[src/rtl/mhsa_host_dma.sv]
// Host-side sequencer for mhsa_acc_wrapper: streams the input tile into SRAM, runs the
// accelerator, then reads the result region back out through a 2-entry FIFO.
module mhsa_host_dma #(
  parameter int IN_WORDS  = 512,
  parameter int OUT_WORDS = 128
) (
  input  logic        clk,
  input  logic        rst_n,
  input  logic        cfg_go,
  input  logic [31:0] cfg_input_base,
  input  logic [31:0] cfg_output_base,
  input  logic        in_valid,
  output logic        in_ready,
  input  logic [63:0] in_data,
  output logic        out_valid,
  input  logic        out_ready,
  output logic [63:0] out_data,
  output logic        out_last,
  output logic        busy,
  output logic [31:0] run_cycles,
  output logic        acc_start,
  input  logic        acc_done,
  output logic [31:0] acc_input_base,
  output logic [31:0] acc_output_base,
  output logic        soc_write_en,
  output logic [63:0] soc_data_in,
  output logic [31:0] soc_addr,
  input  logic [63:0] soc_data_out
);
  typedef enum logic [1:0] {IDLE, LOAD, RUN, DRAIN} state_t;

  localparam logic [31:0] IN_LAST  = 32'(IN_WORDS - 1);
  localparam logic [31:0] OUT_LAST = 32'(OUT_WORDS - 1);
  localparam logic [31:0] OUT_N    = 32'(OUT_WORDS);

  state_t          state;
  logic [31:0]     in_base, out_base;
  logic [31:0]     wr_idx, rd_idx, pop_idx;
  logic [1:0][63:0] fifo_mem;
  logic            fifo_wp, fifo_rp;
  logic [1:0]      fifo_cnt;
  logic            rd_pend;     // read issued last cycle, its data is on soc_data_out now
  logic            load_hs, rd_issue, pop, pop_fifo, push;

  assign acc_input_base  = in_base;
  assign acc_output_base = out_base;

  assign load_hs  = in_ready & in_valid;
  // Credit check counts the in-flight read so the FIFO can never overflow.
  assign rd_issue = (state == DRAIN) && (rd_idx != OUT_N) &&
                    ((fifo_cnt + {1'b0, rd_pend}) < 2'd2);

  // The in-flight word bypasses the FIFO when it is empty, giving one word per cycle.
  assign out_valid = (fifo_cnt != 2'd0) | rd_pend;
  assign out_data  = (fifo_cnt != 2'd0) ? fifo_mem[fifo_rp] :
                     rd_pend            ? soc_data_out      : 64'd0;
  assign out_last  = out_valid && (pop_idx == OUT_LAST);
  assign pop       = out_valid & out_ready;
  assign pop_fifo  = pop & (fifo_cnt != 2'd0);
  assign push      = rd_pend & ~(pop & (fifo_cnt == 2'd0));

  assign soc_write_en = load_hs;
  assign soc_data_in  = load_hs ? in_data : 64'd0;
  assign soc_addr     = load_hs  ? in_base + wr_idx  :
                        rd_issue ? out_base + rd_idx : 32'd0;

  always_ff @(posedge clk) begin
    if (push) fifo_mem[fifo_wp] <= soc_data_out;
  end

  always_ff @(posedge clk or negedge rst_n) begin
    if (!rst_n) begin
      state      <= IDLE;
      in_base    <= '0;
      out_base   <= '0;
      wr_idx     <= '0;
      rd_idx     <= '0;
      pop_idx    <= '0;
      fifo_wp    <= 1'b0;
      fifo_rp    <= 1'b0;
      fifo_cnt   <= '0;
      rd_pend    <= 1'b0;
      in_ready   <= 1'b0;
      busy       <= 1'b0;
      acc_start  <= 1'b0;
      run_cycles <= '0;
    end else begin
      rd_pend  <= rd_issue;
      if (push)     fifo_wp <= ~fifo_wp;
      if (pop_fifo) fifo_rp <= ~fifo_rp;
      fifo_cnt <= fifo_cnt + {1'b0, push} - {1'b0, pop_fifo};
      if (rd_issue) rd_idx  <= rd_idx + 32'd1;
      if (pop)      pop_idx <= pop_idx + 32'd1;

      case (state)
        IDLE: if (cfg_go) begin
          in_base  <= cfg_input_base;
          out_base <= cfg_output_base;
          wr_idx   <= '0;
          in_ready <= 1'b1;
          busy     <= 1'b1;
          state    <= LOAD;
        end
        LOAD: if (load_hs) begin
          wr_idx <= wr_idx + 32'd1;
          if (wr_idx == IN_LAST) begin
            in_ready   <= 1'b0;
            acc_start  <= 1'b1;
            run_cycles <= '0;
            state      <= RUN;
          end
        end
        RUN: begin
          if (run_cycles != 32'hFFFF_FFFF) run_cycles <= run_cycles + 32'd1;
          if (acc_done) begin
            acc_start <= 1'b0;
            rd_idx    <= '0;
            pop_idx   <= '0;
            state     <= DRAIN;
          end
        end
        DRAIN: if (pop && (pop_idx == OUT_LAST)) begin
          busy  <= 1'b0;
          state <= IDLE;
        end
        default: state <= IDLE;
      endcase
    end
  end
endmodule
[config.mk]
export PLATFORM = sky130hd
export DESIGN_NAME = mhsa_host_dma
export DESIGN_NICKNAME = d
export VERILOG_FILES = /design/src/rtl/mhsa_host_dma.sv
export SDC_FILE = /design/constraint.sdc
export NUM_CORES = 1
export LEC_CHECK = 0
export ABC_AREA = 1
export BUFFER_PORTS_ARGS = -buffer_cell sky130_fd_sc_hd__buf_2
export CORE_ASPECT_RATIO = 0.7
export CORE_MARGIN = 2
export CORE_UTILIZATION = 51
export CTS_CLUSTER_DIAMETER = 200
export DETAILED_ROUTE_END_ITERATION = 10
export PLACE_DENSITY = 0.81
export SETUP_SLACK_MARGIN = 0.4
export SYNTH_ARGS = -nofsm -noshare
export SYNTH_HDL_FRONTEND = slang
export SYNTH_SLANG_ARGS = --single-unit
[constraint.sdc]
create_clock -name clk -period 3.55 [get_ports clk]
set_clock_uncertainty 0.05 [all_clocks]
set_input_delay 0.5325 -clock clk [delete_from_list [all_inputs] [get_ports clk]]
set_output_delay 0.5325 -clock clk [all_outputs]
set_load 0.01 [all_outputs]
==> run summary, run 1 <==
R2R setup slack -> 800 ps
routability-driven placement congestion ratio -> 1.025
critical path fanouts, max -> 4
antenna viol nets, final -> 0
PD cells -> 675.4 nW/um^2
wire per inst -> 18.03 um
crit-path max cell delay -> 470 ps
CP most frequent cell -> nand2_1
Port Buf Inserts -> 459
run status -> completed
Vias/cell -> 5.436
largest net degree at the start of global routing -> 90
data required time of the worst path -> 2970 ps
post-synthesis sequential area ratio -> 39.67%
Synth cell types -> 47
Seq pwr share -> 30.8%
post-layout minimum cycle time -> 3162 ps
I/O pins -> 460
first-pass GRT wire length -> 118.6 mm
max_cap viols -> 0
H-Tree Depth -> 2
Sw Pwr -> 0.008513 W
Sw Ratio -> 45.38%
nets -> 4030
crit path DAT -> 2580 ps
root buffer cell -> clkbuf_16
Worst setup EP type -> output port
CTS Sinks -> 330
Synth async-reset ratio -> 61.21%
number of flops mapped to enable cells by yosys -> 128
worst hold slack -> 130.0 ps
syn nets -> 3581
drt pass-1 iters -> 6
P_int -> 0.01025 W
DIE HEIGHT -> 179.5 um
Area growth, synth to finish -> 23.84%
Seq cells post-synth -> 330
LEAKAGE -> 13.70 nW
Slew HR -> 30.03%
Synth Area per Inst -> 6.781 um^2
CP cell instances -> ha_4 -> nand2_1 -> inv_1 -> a21oi_2 -> o21bai_1 -> nand2_1 -> nand3_2 -> nand2_2 -> nand3_1 -> nand2_1 -> buf_2
cell count after synthesis -> 3308
initial antenna violation count -> 14
footprint of the multi-input gates -> 12320 um^2
drt drc -> 0
cell family with most CP delay -> simple AND/OR/NAND/NOR gates
vias in the first global route -> 21020
Slew @ Worst Pin -> 1043 ps
Comb pwr share -> 48.1%
slowest stage cell, crit path -> dfrtp_2
final hold vios -> 0
RSZ-0062 raised after global routing -> yes
Syn. warnings -> 0
Hold Crit Class -> input port to register
CP startpoint kind -> register
Pins Over Slew Limit -> 0
Placeable Area -> 43560 um^2
Clk pin slew, worst setup/hold paths -> 60 ps
Syn Std Cell Area -> 22430 um^2
Clock Latency Late Sink -> 540 ps
Vias -> 23860
grt ovf -> 0
crit share post-route -> 89.08%
ys flop type -> dfrtp_1
Post-Route WL -> 79.17 mm
fmax -> 316.2 MHz
Die Span X -> 254.7 um
sequential cell area -> 8959 um^2
die area -> 45710 um^2
WS Path Type -> register to output port
Detail Placement HPWL -> 59.08 mm
FILL cells -> 3985
Clk network pwr share -> 21.1%
Num CTS Buffers -> 35
dpl cell area -> 25360 um^2
DR iter-0 viols -> 2762
Worst Path Buf+Inv -> 2
GRT Total Usage -> 33.10%
CTS tree -> done
clk buf depth -> 3
final instance area -> 27780 um^2
initial cell density of the core -> 51.50%
row count -> 64
share of layout cells above drive strength 1 -> 21.60%
VDD IR max -> 0.4695 mV
Total Power -> 0.01876 W
Setup-failing EPs final -> 0
layout make-up:
class,instances,share of cell area (%)
Multi-Input combinational cell,2413,44.34
Sequential cell,330,32.25
Timing Repair Buffer,505,9.877
Inverter,472,6.391
Clock buffer,46,3.563
Tap cell,594,2.675
Clock inverter,17,0.7882
Antenna cell,13,0.1171
worst paths after layout:
kind                                           from            endpoint  cells past startpoint
max in group asynchronous                     rst_n      run_cycles[25]                      3
min in group asynchronous                     rst_n  acc_input_base[21]                      2
worst max-delay path            acc_output_base[11]        soc_addr[24]                     11
worst min-delay path             cfg_output_base[7]  acc_output_base[7]                      3
worst min register to register                 busy                busy                      2
worst max register to register            wr_idx[0]       run_cycles[1]                     11
worst reg2reg max path, stage by stage, from the launching register on:
cell and delay (ps):
dfrtp_1 390, buf_4 150, ha_1 390, nand3_4 200
nor2_4 180, nand3_2 150, nor2_1 250, nor2_1 180
nor2_4 100, buf_4 380, nand3_1 150, nand2_1 100
layout by cell type (no fill, tap or decap), drive strengths merged, types with 3 or more instances in the layout:
| master | synthesis | routed |
|---|---|---|
| nand3b | 13 | 13 |
| a22oi | 6 | 6 |
| buf | 31 | 503 |
| dfrtp | 202 | 202 |
| and2 | 3 | 3 |
| nor3 | 70 | 70 |
| nor2 | 437 | 437 |
| or2 | 9 | 9 |
| nand2 | 1103 | 1103 |
| diode | 0 | 13 |
| nor3b | 5 | 5 |
| o21ai | 246 | 246 |
| xor2 | 45 | 45 |
| bufinv | 0 | 5 |
| xnor2 | 15 | 15 |
| a21o | 4 | 4 |
| a21oi | 79 | 79 |
| nor4 | 4 | 4 |
| clkinv | 2 | 10 |
| clkbuf | 62 | 47 |
| nand4 | 41 | 41 |
| edfxtp | 128 | 128 |
| ha | 73 | 73 |
| nand3 | 243 | 243 |
| o21bai | 9 | 9 |
| inv | 470 | 472 |
state kept, by name, indices dropped and copies added (netlist names):
name,flops
state,2
rd_pend,1
run_cycles,32
acc_start,1
wr_idx,32
fifo_mem,128
acc_output_base,32
in_ready,1
acc_input_base,32
busy,1
pop_idx,32
fifo_cnt,2
rd_idx,32
fifo_wp,1
fifo_rp,1
metrics by stage:
| stage | setup slack, ps | TNS (ps) | util, % | std cells |
|---|---|---|---|---|
| after floorplan | -534.5 | -68420 | - | 3308 |
| after global placement | 606.1 | 0 | 58.21 | 4294 |
| after detailed placement | 693.2 | 0 | 58.21 | 4294 |
| after CTS | 375.1 | 0 | 61.82 | 4362 |
| after global routing | 313.4 | 0 | 63.77 | 4390 |
| final | 387.6 | 0 | 63.77 | 4390 |
per-layer routing:
layer  part of all wire, %  routed length [um]  up-vias  track usage (%)
li1                      -                   -    11390                -
met1                    44               34520    11080            49.08
met2                    42               32920     1219            46.11
met3                    11                8827      172            8.862
met4                   3.4                2728        4            11.32
met5                  0.22                 172        -            2.434
synth_stat cells, types with 2 or more instances:
cell type	n	area share, %
buf_2	10	0.22
buf_4	2	0.067
nand3b_1	13	0.44
nand3_4	2	0.16
nand2_1	1100	18
inv_1	466	7.8
a31oi_1	2	0.056
inv_2	4	0.067
o21ai_2	25	0.98
nand3_2	2	0.089
and2_1	3	0.084
xor2_1	45	1.8
o21bai_1	8	0.27
clkbuf_2	2	0.045
nor2_2	5	0.14
o21ai_0	213	4.8
buf_6	7	0.35
ha_1	73	4.1
nand4_1	41	1.1
buf_1	12	0.20
nor3b_1	4	0.13
nor4_1	4	0.11
clkbuf_1	60	1.0
nand2_2	3	0.084
clkinv_1	2	0.033
nor2_1	430	7.2
fa_1	2	0.18
edfxtp_1	128	17
a22oi_1	6	0.20
nor2_4	2	0.10
a21o_1	4	0.13
or2_2	9	0.25
nand3_1	239	5.3
o21ai_1	7	0.16
o21a_1	2	0.067
xnor2_1	15	0.59
dfrtp_1	202	23
a21oi_1	78	1.7
nor3_1	68	1.5
cell families after synthesis:
kind of cell             count (synthesis)  synth area share, %
buffers and inverters                  565                9.789
AND/OR/NAND/NOR                       1929                35.38
flip-flops                             330                39.67
adder cells (fa/ha/maj)                 75                4.250
AO/OA/AOI/OAI                          349                8.573
XOR/XNOR                                60                2.343
power by group through the flow:
| stage | Clock, W | Combinational (W) | Sequential, W |
|---|---|---|---|
| global placement | 0 | 0.00806 | 0.00560 |
| detailed placement | 0 | 0.00813 | 0.00563 |
| finish | 0.00396 | 0.00902 | 0.00578 |
| floorplan | 0 | 0.00495 | 0.00553 |
| global route | 0.00417 | 0.00981 | 0.00585 |
| CTS | 0.00401 | 0.00839 | 0.00563 |
what timing repair did:
item | in CTS | in global routing
pin swaps | 1 | 17
buffers inserted | 4 | 14
hold buffers | 1 | 0
cloned | 0 | 1
hold endpoints to repair | 15 | 0
endpoints found under the setup margin | 24 | 35
resized for setup | 47 | 190
No activity file was read; power rests on OpenSTA's default activity.
==> run 2: changes to the inputs <==
- CORE_MARGIN: 2 -> default
- SETUP_SLACK_MARGIN: 0.4 -> 0.02
==> run 2 against run 1 <==
First-iteration DRC count is 9.6% lower. Combinational power down 7.9%. Setup slack got worse by 240 ps. Die area decreased by 1.9%. Wire length shrank 2.6%. Global-route usage grew 0.43 points. Worst hold slack lost 6.5 ps. Sequential cell count stayed put. Via count shrank 2.4%. Critical path type unchanged. Critical endpoint is now soc_addr[27]. Highest routed layer unchanged. Final area fell by 4.3%.
==> run summary, run 2 (synthesized netlist as in run 1, its figures left out) <==
slowest stage cell, crit path -> dfrtp_1
Die Span X -> 252.7 um
CP startpoint kind -> register
I/O pins -> 460
Worst Setup EP -> soc_addr[27]
cell family with most CP delay -> simple AND/OR/NAND/NOR gates
post-layout minimum cycle time -> 3404 ps
clk buf depth -> 3
slack of the critical path -> 145.8 ps
Worst Path Buf+Inv -> 1
post-route insts no fill -> 4361
Placeable Area -> 42880 um^2
RSZ-0062 raised after global routing -> no
R2R setup slack -> 830 ps
DIE HEIGHT -> 177.5 um
most frequent cells in the layout -> 1098 x nand2_1, 465 x inv_1, 458 x buf_2, 427 x nor2_1, 237 x nand3_1
Worst setup EP type -> output port
data required time of the worst path -> 2970 ps
register bank with the most flops -> fifo_mem
Reg-to-Reg Start -> wr_idx[0]
max FFs per register -> 128
crit share post-route -> 95.89%
Vias -> 23290
nets -> 4016
first-pass GRT wire length -> 116.5 mm
Worst Setup SP -> acc_output_base[2]
max_cap viols -> 0
GRT Total Usage -> 33.53%
drt pass-1 iters -> 6
Vias/cell -> 5.341
final instance area -> 26590 um^2
crit-path max cell delay -> 440 ps
Area growth, synth to finish -> 18.54%
Slew @ Worst Pin -> 980.5 ps
Worst path depth -> 12
CTS tree -> done
Reg-to-Reg End -> run_cycles[1]
most common cell after layout, fill and taps aside -> nand2_1
share of layout cells above drive strength 1 -> 16.27%
top sig layer -> met5
CP most frequent cell -> nand2_1
Slew HR -> 34.23%
routability-driven placement congestion ratio -> 1.048
initial antenna violation count -> 11
Hold Crit Class -> input port to register
die area -> 44840 um^2
root buffer cell -> clkbuf_16
Met3 Routed Length -> 8.469 mm
CP cell instances -> ha_1 -> or2_2 -> nand3_1 -> nand2_1 -> nand2_1 -> nand2_1 -> nand2_1 -> nand2_1 -> nand2_1 -> nand3_1 -> nand2_1 -> buf_2
final hold vios -> 0
fmax -> 293.8 MHz
dpl cell area -> 25360 um^2
Clock Latency Late Sink -> 550 ps
crit path DAT -> 2820 ps
Clk pin slew, worst setup/hold paths -> 70 ps
vias in the first global route -> 20540
antenna viol nets, final -> 0
Port Buf Inserts -> 459
row count -> 63
VDD IR max -> 0.4725 mV
Detail Placement HPWL -> 59.70 mm
Setup-failing EPs final -> 0
critical path fanouts, max -> 4
cells on worst reg2reg path -> 10
placed insts -> 4290
initial cell density of the core -> 52.31%
run status -> completed
M1 wire length -> 35.01 mm
largest net degree at the start of global routing -> 81
Post-Route WL -> 77.12 mm
met2 WL -> 31.15 mm
Pins Over Slew Limit -> 0
Post CTS Setup Buffer Count -> 0
H-Tree Depth -> 2
setup TNS -> 0 ps
wire per inst -> 17.68 um
final core utilization -> 62.01%
PD cells -> 668.3 nW/um^2
Num CTS Buffers -> 35
Setup Slack @ Placement -> 774.2 ps
grt ovf -> 0
DR iter-0 viols -> 2498
WS Path Type -> register to output port
LEAKAGE -> 13.67 nW
CTS Sinks -> 330
drt drc -> 0
run 2: timing repair:
item | CTS | global route
hold buffers | 1 | 0
endpoints found under the setup margin | 0 | 3
hold endpoints to repair | 75 | 0
gates resized for setup | 0 | 3
run 2: final cells by class:
type | count | area [um^2]
well taps | 585 | 732.0
clock inverters | 16 | 190.2
inverters | 472 | 1772
repair buffers | 491 | 2600
flip-flops and latches | 330 | 8902
clock buffers | 46 | 999.7
multi-input cells | 2413 | 11380
diodes | 8 | 20.02
fillers | 4091 | 16290
run 2: power by group:
group	switching, W	internal, W
clock	0.00156	0.00228
combinational	0.00568	0.00262
sequential	0.000867	0.00476
run 2: tightest hold or removal path, cell delays in order:
cell	delay [ps]
buf_2	80
nand2_1	40
nand2_1	40
run 2: layer usage:
layer  track usage, %  vias up
met5            2.637        -
met4            9.773        6
met3            9.666      137
met2            46.36     1089
met1            49.86    10720
li1                 -    11340
run 2: how the worst min path moves through the flow:
stage	startpoint	end	slack, ps	depth (start not counted)
after global placement	busy	busy	420	2
after floorplan	rst_n	acc_input_base[0]	190	0
after global routing	cfg_output_base[30]	acc_output_base[30]	130	3
after detailed placement	busy	busy	430	2
after CTS	cfg_output_base[3]	acc_output_base[3]	110	3
final	cfg_output_base[4]	acc_output_base[4]	120	3
run 2: stage by stage:
stage	hold slack [ps]	power, W
2_1_floorplan	186.9	0.01048
3_3_place_gp	417.3	0.01369
3_5_place_dp	427.6	0.01379
4_1_cts	109.8	0.01768
5_1_grt	132.8	0.01880
6_report	123.5	0.01777
